File: src/rtl/frame_pkg.sv
// Shared constants and FSM encoding for the receive-side frame payload scheduler.
package frame_pkg;

  localparam logic [7:0]  FRAME_HEAD = 8'b01111110;
  localparam int unsigned FRAME_LEN  = 64;
  localparam int unsigned HEAD_LEN   = 8;
  localparam int unsigned CW_LEN     = 7;

  typedef enum logic [1:0] {
    IDLE,
    WAIT_HEAD,
    PAYLOAD,
    HEAD
  } state_e;

endpackage

File: src/rtl/frame_payload_scheduler_if.sv
// Valid/ready codeword channel from the payload scheduler to the Hamming decoder.
interface frame_payload_scheduler_if #(
    parameter int unsigned Width = frame_pkg::CW_LEN
);

    logic [Width-1:0] cw_data;
    logic             cw_valid;
    logic             cw_ready;

    modport master (output cw_data, output cw_valid, input cw_ready);
    modport slave  (input cw_data, input cw_valid, output cw_ready);

endinterface

File: src/rtl/cw_fifo.sv
// Small synchronous FIFO; a push into a full FIFO is accepted only when a pop happens on the
// same edge.
module cw_fifo #(
    parameter int unsigned Width = 7,
    parameter int unsigned Depth = 2
) (
    input  logic             clk_i,
    input  logic             rst_i,
    input  logic             push_i,
    input  logic [Width-1:0] push_data_i,
    input  logic             pop_i,
    output logic [Width-1:0] pop_data_o,
    output logic             full_o,
    output logic             empty_o
);

    localparam int unsigned PtrW = (Depth > 1) ? $clog2(Depth) : 1;
    localparam int unsigned CntW = $clog2(Depth + 1);

    logic [Width-1:0] mem_q [Depth];
    logic [Width-1:0] mem_d [Depth];
    logic [PtrW-1:0]  wr_ptr_q, wr_ptr_d;
    logic [PtrW-1:0]  rd_ptr_q, rd_ptr_d;
    logic [CntW-1:0]  cnt_q, cnt_d;
    logic             do_push;
    logic             do_pop;

    function automatic logic [PtrW-1:0] next_ptr(input logic [PtrW-1:0] ptr);
        return (ptr == PtrW'(Depth - 1)) ? '0 : ptr + 1'b1;
    endfunction

    assign full_o     = (cnt_q == CntW'(Depth));
    assign empty_o    = (cnt_q == '0);
    assign do_pop     = pop_i && !empty_o;
    assign do_push    = push_i && (!full_o || pop_i);
    assign pop_data_o = mem_q[rd_ptr_q];

    always_comb begin
        mem_d    = mem_q;
        wr_ptr_d = wr_ptr_q;
        rd_ptr_d = rd_ptr_q;
        cnt_d    = cnt_q;
        if (do_push) begin
            mem_d[wr_ptr_q] = push_data_i;
            wr_ptr_d        = next_ptr(wr_ptr_q);
        end
        if (do_pop) begin
            rd_ptr_d = next_ptr(rd_ptr_q);
        end
        unique case ({do_push, do_pop})
            2'b10:   cnt_d = cnt_q + 1'b1;
            2'b01:   cnt_d = cnt_q - 1'b1;
            default: cnt_d = cnt_q;
        endcase
    end

    always_ff @(posedge clk_i or posedge rst_i) begin
        if (rst_i) begin
            for (int i = 0; i < Depth; i++) begin
                mem_q[i] <= '0;
            end
            wr_ptr_q <= '0;
            rd_ptr_q <= '0;
            cnt_q    <= '0;
        end else begin
            mem_q    <= mem_d;
            wr_ptr_q <= wr_ptr_d;
            rd_ptr_q <= rd_ptr_d;
            cnt_q    <= cnt_d;
        end
    end

endmodule

File: src/rtl/frame_payload_scheduler.sv
// Tracks frame alignment after sync lock, strips frame heads and slices the payload into
// codewords for the decoder, keeping frame / head-miss / overflow statistics.
module frame_payload_scheduler #(
    parameter int unsigned FRAME_LEN = frame_pkg::FRAME_LEN,
    parameter int unsigned HEAD_LEN  = frame_pkg::HEAD_LEN,
    parameter int unsigned CW_LEN    = frame_pkg::CW_LEN,
    parameter int unsigned BUF_DEPTH = 2
) (
    input  logic                       clk_out,
    input  logic                       rst,
    input  logic                       data_in,
    input  logic                       sync_locked,
    input  logic                       head_match,
    frame_payload_scheduler_if.master  cw_if,
    output logic                       frame_done,
    output logic [15:0]                frame_cnt,
    output logic [7:0]                 head_miss_cnt,
    output logic                       overflow
);

    import frame_pkg::*;

    localparam int unsigned PayLen = FRAME_LEN - HEAD_LEN;
    localparam int unsigned BitW   = $clog2(PayLen);
    localparam int unsigned HdW    = $clog2(HEAD_LEN);
    localparam int unsigned CwW    = $clog2(CW_LEN);

    localparam logic [BitW-1:0] LastBit = BitW'(PayLen - 1);
    localparam logic [HdW-1:0]  LastHd  = HdW'(HEAD_LEN - 1);
    localparam logic [CwW-1:0]  LastCw  = CwW'(CW_LEN - 1);

    state_e              state_q, state_d;
    logic [BitW-1:0]     bit_cnt_q, bit_cnt_d;
    logic [HdW-1:0]      hd_cnt_q, hd_cnt_d;
    logic [CwW-1:0]      cw_cnt_q, cw_cnt_d;
    logic [CW_LEN-1:0]   shift_q, shift_d;
    logic                frame_done_q, frame_done_d;
    logic [15:0]         frame_cnt_q, frame_cnt_d;
    logic [7:0]          head_miss_cnt_q, head_miss_cnt_d;
    logic                overflow_q, overflow_d;

    logic                push;
    logic                pop;
    logic                full;
    logic                empty;
    logic [CW_LEN-1:0]   fifo_head;
    logic [CW_LEN-1:0]   new_cw;

    assign new_cw = {shift_q[CW_LEN-2:0], data_in};

    always_comb begin
        state_d         = state_q;
        bit_cnt_d       = bit_cnt_q;
        hd_cnt_d        = hd_cnt_q;
        cw_cnt_d        = cw_cnt_q;
        shift_d         = shift_q;
        frame_done_d    = 1'b0;
        frame_cnt_d     = frame_cnt_q;
        head_miss_cnt_d = head_miss_cnt_q;
        push            = 1'b0;

        // Losing lock abandons the frame in progress; the buffer is left alone.
        if (!sync_locked) begin
            state_d   = IDLE;
            bit_cnt_d = '0;
            hd_cnt_d  = '0;
            cw_cnt_d  = '0;
            shift_d   = '0;
        end else begin
            unique case (state_q)
                IDLE: state_d = WAIT_HEAD;
                WAIT_HEAD: begin
                    if (head_match) begin
                        state_d   = PAYLOAD;
                        bit_cnt_d = '0;
                        cw_cnt_d  = '0;
                    end
                end
                PAYLOAD: begin
                    shift_d   = new_cw;
                    bit_cnt_d = bit_cnt_q + 1'b1;
                    if (cw_cnt_q == LastCw) begin
                        push     = 1'b1;
                        cw_cnt_d = '0;
                    end else begin
                        cw_cnt_d = cw_cnt_q + 1'b1;
                    end
                    if (bit_cnt_q == LastBit) begin
                        frame_done_d = 1'b1;
                        frame_cnt_d  = frame_cnt_q + 16'd1;
                        hd_cnt_d     = '0;
                        state_d      = HEAD;
                    end
                end
                HEAD: begin
                    hd_cnt_d = hd_cnt_q + 1'b1;
                    if (hd_cnt_q == LastHd) begin
                        // Flywheel: a missing head is counted but alignment is kept.
                        state_d   = PAYLOAD;
                        bit_cnt_d = '0;
                        cw_cnt_d  = '0;
                        if (!head_match && head_miss_cnt_q != 8'hFF) begin
                            head_miss_cnt_d = head_miss_cnt_q + 8'd1;
                        end
                    end
                end
                default: state_d = IDLE;
            endcase
        end
    end

    assign pop        = !empty && cw_if.cw_ready;
    assign overflow_d = overflow_q | (push && full && !pop);

    cw_fifo #(
        .Width (CW_LEN),
        .Depth (BUF_DEPTH)
    ) u_cw_fifo (
        .clk_i       (clk_out),
        .rst_i       (rst),
        .push_i      (push),
        .push_data_i (new_cw),
        .pop_i       (pop),
        .pop_data_o  (fifo_head),
        .full_o      (full),
        .empty_o     (empty)
    );

    always_ff @(posedge clk_out or posedge rst) begin
        if (rst) begin
            state_q         <= IDLE;
            bit_cnt_q       <= '0;
            hd_cnt_q        <= '0;
            cw_cnt_q        <= '0;
            shift_q         <= '0;
            frame_done_q    <= 1'b0;
            frame_cnt_q     <= '0;
            head_miss_cnt_q <= '0;
            overflow_q      <= 1'b0;
        end else begin
            state_q         <= state_d;
            bit_cnt_q       <= bit_cnt_d;
            hd_cnt_q        <= hd_cnt_d;
            cw_cnt_q        <= cw_cnt_d;
            shift_q         <= shift_d;
            frame_done_q    <= frame_done_d;
            frame_cnt_q     <= frame_cnt_d;
            head_miss_cnt_q <= head_miss_cnt_d;
            overflow_q      <= overflow_d;
        end
    end

    assign cw_if.cw_data  = fifo_head;
    assign cw_if.cw_valid = !empty;
    assign frame_done     = frame_done_q;
    assign frame_cnt      = frame_cnt_q;
    assign head_miss_cnt  = head_miss_cnt_q;
    assign overflow       = overflow_q;

endmodule
File: src/flat_wrapper.sv
// flat-port wrapper written by rule: the top's interface ports become plain ports
module frame_payload_scheduler_flat import frame_pkg::*;
#(
    parameter int unsigned FRAME_LEN = frame_pkg::FRAME_LEN,
    parameter int unsigned HEAD_LEN  = frame_pkg::HEAD_LEN,
    parameter int unsigned CW_LEN    = frame_pkg::CW_LEN,
    parameter int unsigned BUF_DEPTH = 2
)
  (clk_out, rst, data_in, sync_locked, head_match, frame_done, frame_cnt, head_miss_cnt, overflow, cw_if_cw_data, cw_if_cw_valid, cw_if_cw_ready);
  frame_payload_scheduler_if cw_if_i ();
  input  logic clk_out;
  input  logic rst;
  input  logic data_in;
  input  logic sync_locked;
  input  logic head_match;
  output logic frame_done;
  output logic [15:0] frame_cnt;
  output logic [7:0] head_miss_cnt;
  output logic overflow;
  output wire logic [$bits(cw_if_i.cw_data)-1:0] cw_if_cw_data;
  output wire logic [$bits(cw_if_i.cw_valid)-1:0] cw_if_cw_valid;
  input wire logic [$bits(cw_if_i.cw_ready)-1:0] cw_if_cw_ready;
  assign cw_if_cw_data = cw_if_i.cw_data;
  assign cw_if_cw_valid = cw_if_i.cw_valid;
  assign cw_if_i.cw_ready = cw_if_cw_ready;
  frame_payload_scheduler #(.FRAME_LEN(FRAME_LEN), .HEAD_LEN(HEAD_LEN), .CW_LEN(CW_LEN), .BUF_DEPTH(BUF_DEPTH)) u_core (.clk_out(clk_out), .rst(rst), .data_in(data_in), .sync_locked(sync_locked), .head_match(head_match), .cw_if(cw_if_i), .frame_done(frame_done), .frame_cnt(frame_cnt), .head_miss_cnt(head_miss_cnt), .overflow(overflow));
endmodule
File: config.mk
export PLATFORM = sky130hd
export DESIGN_NAME = frame_payload_scheduler_flat
export DESIGN_NICKNAME = d
export VERILOG_FILES = /design/src/rtl/frame_pkg.sv /design/src/rtl/frame_payload_scheduler_if.sv /design/src/rtl/cw_fifo.sv /design/src/rtl/frame_payload_scheduler.sv /design/src/flat_wrapper.sv
export SDC_FILE = /design/constraint.sdc
export NUM_CORES = 1
export LEC_CHECK = 0
export ABC_CLOCK_PERIOD_IN_PS = 1700
export BUFFER_PORTS_ARGS = -buffer_cell sky130_fd_sc_hd__buf_2
export CORE_UTILIZATION = 30
export CTS_CLUSTER_SIZE = 28
export DETAILED_ROUTE_END_ITERATION = 10
export PLACE_DENSITY = 0.48
export SLEW_MARGIN = 20
export SYNTH_ARGS = -nofsm -noshare
export SYNTH_HDL_FRONTEND = slang
export SYNTH_SLANG_ARGS = --single-unit
File: constraint.sdc
create_clock -name clk_out -period 1.7 [get_ports clk_out]
set_clock_uncertainty 0.05 [all_clocks]
set_input_delay 0.17 -clock clk_out [delete_from_list [all_inputs] [get_ports clk_out]]
set_output_delay 0.17 -clock clk_out [all_outputs]
set_load 0.02 [all_outputs]
* Yosys cells after proc, flatten, opt, wreduce, memory -nomap -nowiden
Index checks and enable logic that the tools add are counted. W data, S select, Z words.
Storage, ports and cells: flip-flop bits (word level) 64, bits of input ports 6, output and inout bits 34, word-level logic and storage cells 99
Operators by class: add/sub/neg operators 9, magnitude comparators 3, equal/unequal tests 16, mux-type cells 34, bitwise gates (word level) 3, reductions and logical operators 20
Operators with widths (number):
- $mux W6 | 5
- $mux W7 | 4
- $mux W3 | 6
- $pmux W6 S3 | 1
- $add A16 B1 Y16 const B | 1
- $bwmux W14 | 1
- $pmux W3 S3 | 1
- $reduce_and A3 Y1 | 3
- $add A8 B1 Y8 const B | 1
- $eq A2 B2 Y1 const B | 4
- $mux W1 | 8
- $mux W2 | 4
- $ne A8 B8 Y1 const B | 1
- $pmux W2 S4 | 1
- $demux W7 S1 | 1
- $logic_and A1 B1 Y1 | 7
- $add A3 B1 Y3 const B | 2
- $add A6 B1 Y6 const B | 1
- $eq A3 B3 Y1 const B | 2
- $eq A6 B6 Y1 const B | 1
- $ne A3 B2 Y1 const B | 2
- $pmux W3 S2 | 1
- $eq A2 B1 Y1 const B | 2
- $ge A2 B2 Y1 const B | 2
- 17 further kinds | 23

* Longest topological paths before layout
Gate-level depths: netlist (run 1).
depth after elaboration 7, mapped depth 9, mapped depth without buffers 7

* Modules after synthesis
A second synthesis (run 1) with hierarchy kept.
Unflattened totals: cells, all modules 262, area total of the unflattened synthesis 3051.7 um^2
Modules (own cells, without submodules):
- frame_payload_scheduler | instances 1, cells each 206, area an instance 2232.1 um^2, sequential area each 1151.1 um^2
- cw_fifo | instances 1, cells each 56, area an instance 819.5 um^2, sequential area each 450.4 um^2

* Least setup slack after synthesis (run 1)
OpenSTA, ideal clock, no wires.
kind reg-to-reg, start register u_core.state_q[1], end register u_core.u_cw_fifo.cnt_q[1], setup time 0.079 ns, arrival time 1.731 ns, data required time 1.571 ns, setup slack -0.160 ns, cell stages (with the launch flop) 9, buffers on the path 2, clock period less this slack 1.860 ns, path through dfrtp_1 -> buf_2 -> nand2b_1 -> clkbuf_1 -> nor4_1 -> nand2b_1 -> ha_1 -> nor2_1 -> xor2_1
On the way: cells in the longest elaborated chain, start to end 6, elaborated cells on any way between the ends 8, classes of those cells eq/ne: 3; mux: 3; reduce/logical: 2
Ends and longest elaborated chain:
- start, declared | line frame_payload_scheduler.sv:32 | state_e state_q, state_d;
- start signal, assigned | line frame_payload_scheduler.sv:141 | state_q <= state_d;
- $eq A2 B2 Y1 * | line frame_payload_scheduler.sv:70 | unique case (state_q)
- $mux W1 * | line frame_payload_scheduler.sv:70
- $mux W1 * | line frame_payload_scheduler.sv:63 | if (!sync_locked) begin
- $logic_and A1 B1 Y1 * | line cw_fifo.sv:35 | assign do_push = push_i && (!full_o || pop_i);
- $eq A2 B1 Y1 / $eq A2 B2 Y1 (equally long branches) | line cw_fifo.sv:50 | unique case ({do_push, do_pop})
- $pmux W2 S2 / $reduce_bool A2 Y1 (equally long branches)
- end signal, assigned | line cw_fifo.sv:69 | cnt_q <= cnt_d;
- end, declared | line cw_fifo.sv:24 | logic [CntW-1:0] cnt_q, cnt_d;
Mark *: on every way between the ends. The rest lies on a longest branch, timed or not. A chain may end at the register's enable or synchronous reset.

* Final worst setup path (run 1)
start register u_core.hd_cnt_q[1], end register u_core.head_miss_cnt_q[7] (netlist: u_core.head_miss_cnt[7])
On the way: cells in the longest elaborated chain, start to end 2
Ends and longest elaborated chain:
- start, declared | line frame_payload_scheduler.sv:34 | logic [HdW-1:0] hd_cnt_q, hd_cnt_d;
- start signal, assigned | line frame_payload_scheduler.sv:143 | hd_cnt_q <= hd_cnt_d;
- $eq A3 B3 Y1 | line frame_payload_scheduler.sv:97 | if (hd_cnt_q == LastHd) begin
- $reduce_and A4 Y1 (no line)
- end signal, assigned | line frame_payload_scheduler.sv:148 | head_miss_cnt_q <= head_miss_cnt_d;
- end, declared | line frame_payload_scheduler.sv:39 | logic [7:0] head_miss_cnt_q, head_miss_cnt_d;
Every way passes these cells.

==> results of run 1 <==
state kept, by name, indices dropped and copies added (netlist names), 2 cells and up:
signal / flops
u_core.shift_q: 6
u_core.bit_cnt_q: 6
u_core.head_miss_cnt: 8
u_core.cw_cnt_q: 3
u_core.frame_cnt: 16
u_core.hd_cnt_q: 3
u_core.u_cw_fifo.cnt_q: 2
u_core.state_q: 2
u_core.u_cw_fifo.mem_q: 14
how the worst min path moves through the flow:
stage                                       endpoint  slack (ns)  cells after the start
6_report               u_core.shift_q[0]$_DFFE_PP0P_        0.04                      3
4_1_cts                u_core.shift_q[0]$_DFFE_PP0P_        0.02                      3
3_5_place_dp   u_core.u_cw_fifo.mem_q[6]$_DFFE_PP0P_        0.25                      3
3_3_place_gp        u_core.frame_cnt[15]$_DFFE_PP0P_        0.25                      3
2_1_floorplan        u_core.bit_cnt_q[0]$_DFFE_PP0P_        0.25                      1
5_1_grt        u_core.u_cw_fifo.mem_q[0]$_DFFE_PP0P_        0.04                      2
cell usage in the layout (no fill, tap or decap), types with 2 or more instances in the layout:
cell,synthesis,routed
nor2_1,8,8
clkbuf_8,0,11
nand4_1,8,8
clkinv_2,0,2
and3_1,8,6
mux2_2,23,15
o21ai_1,0,5
a21oi_1,10,9
nand2_1,35,35
buf_12,0,3
ha_2,0,2
nor4_4,3,4
buf_2,2,40
xor2_1,8,8
nand3_1,11,11
nand2b_1,2,2
dfrtp_1,64,63
and2_1,4,3
o31ai_1,2,2
and3_4,0,2
a31oi_1,2,2
ha_1,6,2
o21ai_0,12,7
a21o_1,2,2
buf_4,1,28
ha_4,0,2
inv_1,3,2
a311oi_1,2,2
xnor2_1,18,18
nor3_1,3,3
clkinvlp_4,0,3
mux2_4,0,9
report_power, final:
group          internal, mW  total (mW)  switching (mW)
Clock                 0.752        1.35           0.600
Sequential             1.57        1.65          0.0765
Combinational         0.210       0.392           0.182
synthesized netlist by cell type (all sizes together):
cell     n
a21o     2
a21oi   10
a22o     1
a311oi   2
a31oi    2
and2     4
and2b    1
and3     8
and4b    1
buf      4
clkbuf   3
dfrtp   64
ha       6
inv      3
mux2    24
nand2   36
nand2b   2
nand3   11
nand3b   2
nand4    9
nand4b   1
nor2     8
nor2b    1
nor3     4
nor3b    1
nor4     4
o211ai   1
o21a     1
o21ai   12
o21bai   1
o31ai    2
or2      1
xnor2   18
xor2     8
repair_timing:
action                                  4_1_cts  5_1_grt
resized for setup                             2       22
pin swaps                                     3        8
cloned                                        0        1
endpoints found under the setup margin        9       27
endpoints found under the hold margin        64        0
buffers inserted                              0        1
hold buffers                                  1        0
per-stage QoR:
step	cell area [um2]	setup TNS, ns	instances	setup WS (ns)	utilization (%)
3_5_place_dp	3610	-0.0368	453	-0.0368	37.1
5_1_grt	3910	-0.373	472	-0.107	40.2
2_1_floorplan	3030	-0.0856	258	-0.0856	-
4_1_cts	3830	-0.0423	470	-0.0423	39.4
6_report	3910	-0.0343	472	-0.0343	40.2
3_3_place_gp	3610	0	453	0.00396	37.1
routing by layer:
metal	track usage [%]	part of all wire, %
met2	20.1	45
met5	0	0
met3	4.51	4.3
met1	17.8	49
met4	4.62	1.4
cell families (layout without fill, tap and decap cells):
logic type,count (synthesis),in the layout,share of synthesized area [%]
muxes,24,24,9.04
buffers and inverters,10,91,1.72
AOI/OAI and AO/OA,34,34,6.74
and+or+nand+nor,94,94,18.8
adders and majority gates,6,6,2.51
xor gates and xnor gates,26,26,7.62
DFF,64,64,53.6
cell type report:
cell class                      count  share of cell area [%]
Sequential cell                    64                    41.0
Clock buffer                       11                    3.87
Timing Repair Buffer               72                    12.3
Inverter                            3                   0.384
Tap cell                          133                    4.25
Clock inverter                      5                    1.41
Multi-Input combinational cell    184                    36.8
worst reg2reg max path, stage by stage, from the launching register on:
cell     delay, ns
dfrtp_1       0.36
ha_2          0.19
ha_4          0.12
and4b_1       0.23
and3_4        0.19
and3_4        0.18
mux2_4        0.29
==> out/summary.txt, run 1 <==
Status - complete, but fails checks
Failing checks - setup timing
Cells after synthesis - 258
ANT cells - 0
Fmax - 577 MHz
Clock tree buffer depth - 2
Area fraction of the dominant cell type after synthesis - 53.6%
Final-report max-slew violation count - 0
CTS sink cnt - 64
Area contributors post-synth - dfrtp_1 (54%), mux2_2 (8.7%), xnor2_1 (5.3%)
# IOs - 40
Mapped Avg Cell Area - 11.6 um2
CP dominant cell by count - and3_4
Fill count - 1,003
Worst reg2reg startpoint - u_core.hd_cnt_q[1]$_DFFE_PP0P_
Final Critical Period - 1.73 ns
Netlist cell types - 42
Nets - 346
Final WS setup - -0.0343 ns
Hold Path Origin - data_in
Initial Util - 30.7%
Peak supply drop - 0.000562 V
WP depth - 6
Max-cap check violation count - 0
Max incr delay on CP - 0.36 ns
RSZ-0062 raised after global routing - yes
Final setup viols - 1
Antenna violations before repair - 0
Maximum fanout along the worst path - 3
Worst R2R Path Depth - 6
Vias/cell - 4.58
Req. time, crit path - 1.88 ns
Seq cells post-synth - 64
DIE WIDTH - 102 um
Num rows - 36
IO Port Bufs - 39
Largest net degree at the start of global routing - 65
WL per Instance - 12.8 um
Syn_nets - 270
RR Endpoint - u_core.head_miss_cnt[7]$_DFFE_PP0P_
Worst hold slack - 0.0374 ns
Power Total - 3.39 mW
Die ar. - 0.0104 mm2
DRC - 0
Vias - 2,163
Leakage power - 1.90 nW
CTS tree - done
Crit Path Category - reg -> reg
Die Ht - 102 um
CP top delay family - simple AND/OR/NAND/NOR gates
CTS buffer count - 9
Tightest Pin Transition - 0.536 ns
Critical path buffers and inverters - 0
Final GP Congestion - 0.732
Post-Syn Area - 0.00299 mm2
Crit path from - u_core.hd_cnt_q[1]$_DFFE_PP0P_
Crit path cell chain - ha_2 > ha_4 > and4b_1 > and3_4 > and3_4 > mux2_4
Ys Warns - 0
Final Cycle Share - 102%
DRT Wirelength - 6040 um
R2R Setup Slk - -0.03 ns
CP endpoint - u_core.head_miss_cnt[7]$_DFFE_PP0P_
Clk pin slew, worst setup/hold paths - 0.07 ns
Area growth, synth to finish - 30.9%
CTS root buf - clkbuf_8
Initial detailed-routing violation count - 90
Sequential fraction of the synthesis area - 53.6%
Largest area contributor in the netlist - dfrtp_1
Global route overflow - 0
Gr usage total - 13.3%
Core outline area - 0.00973 mm2
Clk Latency, worst-skew pair - 0.34 ns
Layout cells sized above 1 - 38.9%
Multi-input gate area - 0.00144 mm2
Power Dens Cells - 867 mW/mm2
Slowest CP cell - dfrtp_1
Number of global-route vias before repair - 2,188
Worst hold path class - in -> reg
CP endpoint kind - register
Hold violation total from the final report - 0
Normalized max-slew margin - 64.2%
Crit start category - register
Final HPWL DP - 4020 um
WP data arrival - 1.91 ns
First-pass GRT wire length - 10,400 um
H-tree depth - 3
Post-DRT Antenna Nets - 0
FF/Latch Area - 0.00160 mm2
DRT Pass-1 Iters - 5
Note: power is estimated with default switching activity, not from simulation.
==> inputs of run 2 (changes only) <==
Settings changed: ABC_AREA from default to 1, PLACE_DENSITY 0.48 to 0.47.
==> run 2 against run 1 <==
The run now ends clean. Critical path depth is 4 lower. Worst hold slack better by 0.032 ns. Die area is 7.8% higher. Utilization is 1.1 points lower. Maximum frequency is 9.5% higher. Clock-buffer cell count stayed put. Non-clock buffer count is 9 lower. Sequential share of layout area is 1.4 points lower. Via count is 20% higher. Critical endpoint is now cw_if_cw_data[2]. Largest power group unchanged.
==> out/summary.txt, run 2 <==
Area fraction of the dominant cell type after synthesis - 49.6% (-3.9 points)
Largest area contributor in the netlist - dfrtp_1
GR Layer Usage met1 - 16.8% (-1.0 points)
Hold violation total from the final report - 0 (unchanged)
Fill count - 1,074 (+7.1%)
Final GP Congestion - 0.769 (+5.2%)
Number of global-route vias before repair - 2,457 (+12%)
Maximum fanout along the worst path - 8 (+5)
WL per Instance - 11.8 um (-7.7%)
Ys flop type - dfrtp_1
DRC - 0 (unchanged)
Power Dens Cells - 1030 mW/mm2 (+19%)
Area after DPL - 0.00370 mm2 (+2.4%)
Post-DRT Antenna Nets - 0 (unchanged)
Gate power share - 18.8% (+7.3 points)
Final-report max-slew violation count - 0 (unchanged)
Die ar. - 0.0112 mm2 (+7.8%)
CP endpoint kind - output pin
Post-synth ARST share - 100% (unchanged)
Status - completed
CTS buffer count - 9 (unchanged)
Worst hold path class - in -> reg
Final Cycle Share - 93.2% (-8.8 points)
Core outline area - 0.0104 mm2 (+6.6%)
Worst reg2reg startpoint - u_core.u_cw_fifo.cnt_q[0]$_DFFE_PP0P_
Switching share of power - 28.3% (+3.0 points)
H-tree depth - 3 (unchanged)
Leakage power - 2.09 nW (+9.6%)
Final HPWL DP - 4620 um (+15%)
Ys Warns - 0 (unchanged)
Multi-input gate area - 0.00147 mm2 (+2.1%)
GR Layer Usage met3 - 2.72% (-1.8 points)
Mapped Avg Cell Area - 8.70 um2 (-25%)
Nets - 452 (+31%)
CTS tree - done
Most frequent cells in the layout - nand2_1 (116), dfrtp_1 (63), inv_1 (42)
ANT cells - 0 (unchanged)
Clk pin slew, worst setup/hold paths - 0.07 ns (about the same)
Initial detailed-routing violation count - 110 (+22%)
DIE WIDTH - 106 um (+3.8%)
Peak supply drop - 0.000434 V (-23%)
Final Critical Period - 1.58 ns (-0.150 ns)
IO Port Bufs - 39 (unchanged)
Max-cap check violation count - 0 (unchanged)
RR Endpoint - u_core.u_cw_fifo.cnt_q[1]$_DFFE_PP0P_
Initial Util - 31.1% (+0.39 points)
DRT Pass-1 Iters - 4 (-1)
Layout cells sized above 1 - 28.3% (-11 points)
Worst hold path depth - 3 (unchanged)
Top Usage Layer GRT - met2
Most frequent cell after synthesis - nand2_1
Hold Path Origin - cw_if_cw_ready
Sequential fraction of the synthesis area - 49.6% (-3.9 points)
Worst R2R Path Depth - 7 (+1)
Post-route cell area - 0.00405 mm2 (+3.6%)
Clock power frac - 38.5% (-1.3 points)
Fmax - 631 MHz (+9.5%)
FF/Latch Area - 0.00160 mm2 (unchanged)
Crit Path Category - reg -> out
Seq cells post-synth - 64 (unchanged)
R2R Setup Slk - 0.12 ns (+0.15 ns)
Dpl ws - 0.0399 ns (+0.0767 ns)
Post-Syn Area - 0.00323 mm2 (+8.0%)
Vias/cell - 4.46 (-2.7%)
CTS sink cnt - 64 (unchanged)
WP data arrival - 1.36 ns (-0.55 ns)
Tightest Pin Transition - 0.381 ns (-0.155 ns)
Power Total - 4.19 mW (+23%)
Net Sw Power - 1.19 mW (+38%)
Power Internal - 3.00 mW (+18%)
First-pass GRT wire length - 11,600 um (+11%)
Global route overflow - 0 (unchanged)
Normalized max-slew margin - 74.5% (+10 points)
Cells after synthesis - 371 (+44%)
Number of synthesized flops with an enable pin - 0 (unchanged)
# IOs - 40 (unchanged)
Num rows - 37 (+2.8%)
Most common cell after layout, fill and taps aside - nand2_1
Antenna violations before repair - 0 (unchanged)
CTS root buf - clkbuf_8
Clk Latency, worst-skew pair - 0.33 ns (about the same)
Gr usage total - 13.0% (-0.30 points)
Clock tree buffer depth - 2 (unchanged)
Crit start category - register
Largest net degree at the start of global routing - 65 (unchanged)
Netlist cell types - 30 (-29%)
Req. time, crit path - 1.48 ns (-0.40 ns)
DRT Wirelength - 6860 um (+14%)
Vias - 2,590 (+20%)
Global routing usage on met2 - 21.4% (+1.4 points)
Synth top cells by count - nand2_1 (119), dfrtp_1 (64), inv_1 (44), nor2_1 (19), nand3_1 (15)
Area growth, synth to finish - 25.6%
Syn_nets - 383 (+42%)
Sequential cell fraction of total power - 42.8% (-5.8 points)
Worst hold slack - 0.0690 ns (+0.0316 ns)
Area contributors post-synth - dfrtp_1 (50%), nand2_1 (14%), inv_1 (5.1%)
Final WS setup - 0.116 ns (+0.150 ns)
Die Ht - 106 um (+3.8%)
Worst hold endpoint - u_core.u_cw_fifo.rd_ptr_q$_DFFE_PP0P_
Final setup viols - 0 (-1)
Max FFs per register - 16 (unchanged)
run 2: logic make-up after synthesis:
group	Yosys count	share of synthesized area, %
and+or+nand+nor	188	25.8
muxes	7	2.44
buffers and inverters	50	6.32
DFF	64	49.6
xor gates and xnor gates	19	5.16
adders and majority gates	6	2.33
AOI/OAI and AO/OA	37	8.30
run 2: how the worst max path moves through the flow:
stage                                                      from                                     to  slack [ns]  depth (start not counted)
after floorplan                   u_core.state_q[1]$_DFFE_PP0P_  u_core.u_cw_fifo.cnt_q[1]$_DFFE_PP0P_        0.06                          9
after global placement           u_core.cw_cnt_q[2]$_DFFE_PP0P_  u_core.u_cw_fifo.cnt_q[1]$_DFFE_PP0P_        0.08                          9
after detailed placement        u_core.bit_cnt_q[0]$_DFFE_PP0P_        u_core.frame_cnt[9]$_DFFE_PP0P_        0.04                          7
after CTS                        u_core.cw_cnt_q[2]$_DFFE_PP0P_  u_core.u_cw_fifo.cnt_q[1]$_DFFE_PP0P_        0.04                          9
after global routing            u_core.bit_cnt_q[0]$_DFFE_PP0P_       u_core.frame_cnt[14]$_DFFE_PP0P_       -0.01                          8
final                     u_core.u_cw_fifo.rd_ptr_q$_DFFE_PP0P_                       cw_if_cw_data[2]        0.12                          2
run 2: what timing repair did:
action / 4_1_cts / 5_1_grt
resized for setup: 1 / 8
hold buffers: 1 / 0
pin swaps: 0 / 5
endpoints found under the hold margin: 64 / 0
buffers inserted: 0 / 10
endpoints found under the setup margin: 7 / 8
run 2: power by group through the flow:
stage	clock, mW	sequential, mW	combinational (mW)
6_report	1.61	1.79	0.786
5_1_grt	1.73	1.81	0.883
4_1_cts	1.66	1.80	0.724
3_5_place_dp	0	1.83	0.715
3_3_place_gp	0	1.82	0.711
2_1_floorplan	0	1.77	0.507
run 2: critical path, cell delays in order (launching register included):
cell	delay (ns)
dfrtp_2	0.50
mux2_2	0.37
buf_2	0.16
run 2: metrics by stage:
step	TNS [ns]	utilization, %	std cells
floorplan	0	-	371
finish	0	39.1	581
CTS	0	38.1	571
detailed placement	0	35.6	554
global route	-0.0147	39.1	581
global placement	0	35.6	554
run 2: cell type report:
cell class / count / share of cell area [%]
Timing Repair Buffer: 63 / 9.63
Clock buffer: 11 / 3.49
Clock inverter: 5 / 2.56
Tap cell: 136 / 4.20
Multi-Input combinational cell: 257 / 36.3
Sequential cell: 64 / 39.5
Inverter: 45 / 4.26
run 2: layer usage:
| layer | part of all wire (%) | vias to the layer above |
|---|---|---|
| met2 | 46 | 36 |
| met1 | 49 | 1221 |
| met5 | 0 | - |
| met3 | 3.2 | 7 |
| li1 | - | 1326 |
| met4 | 1.0 | 0 |
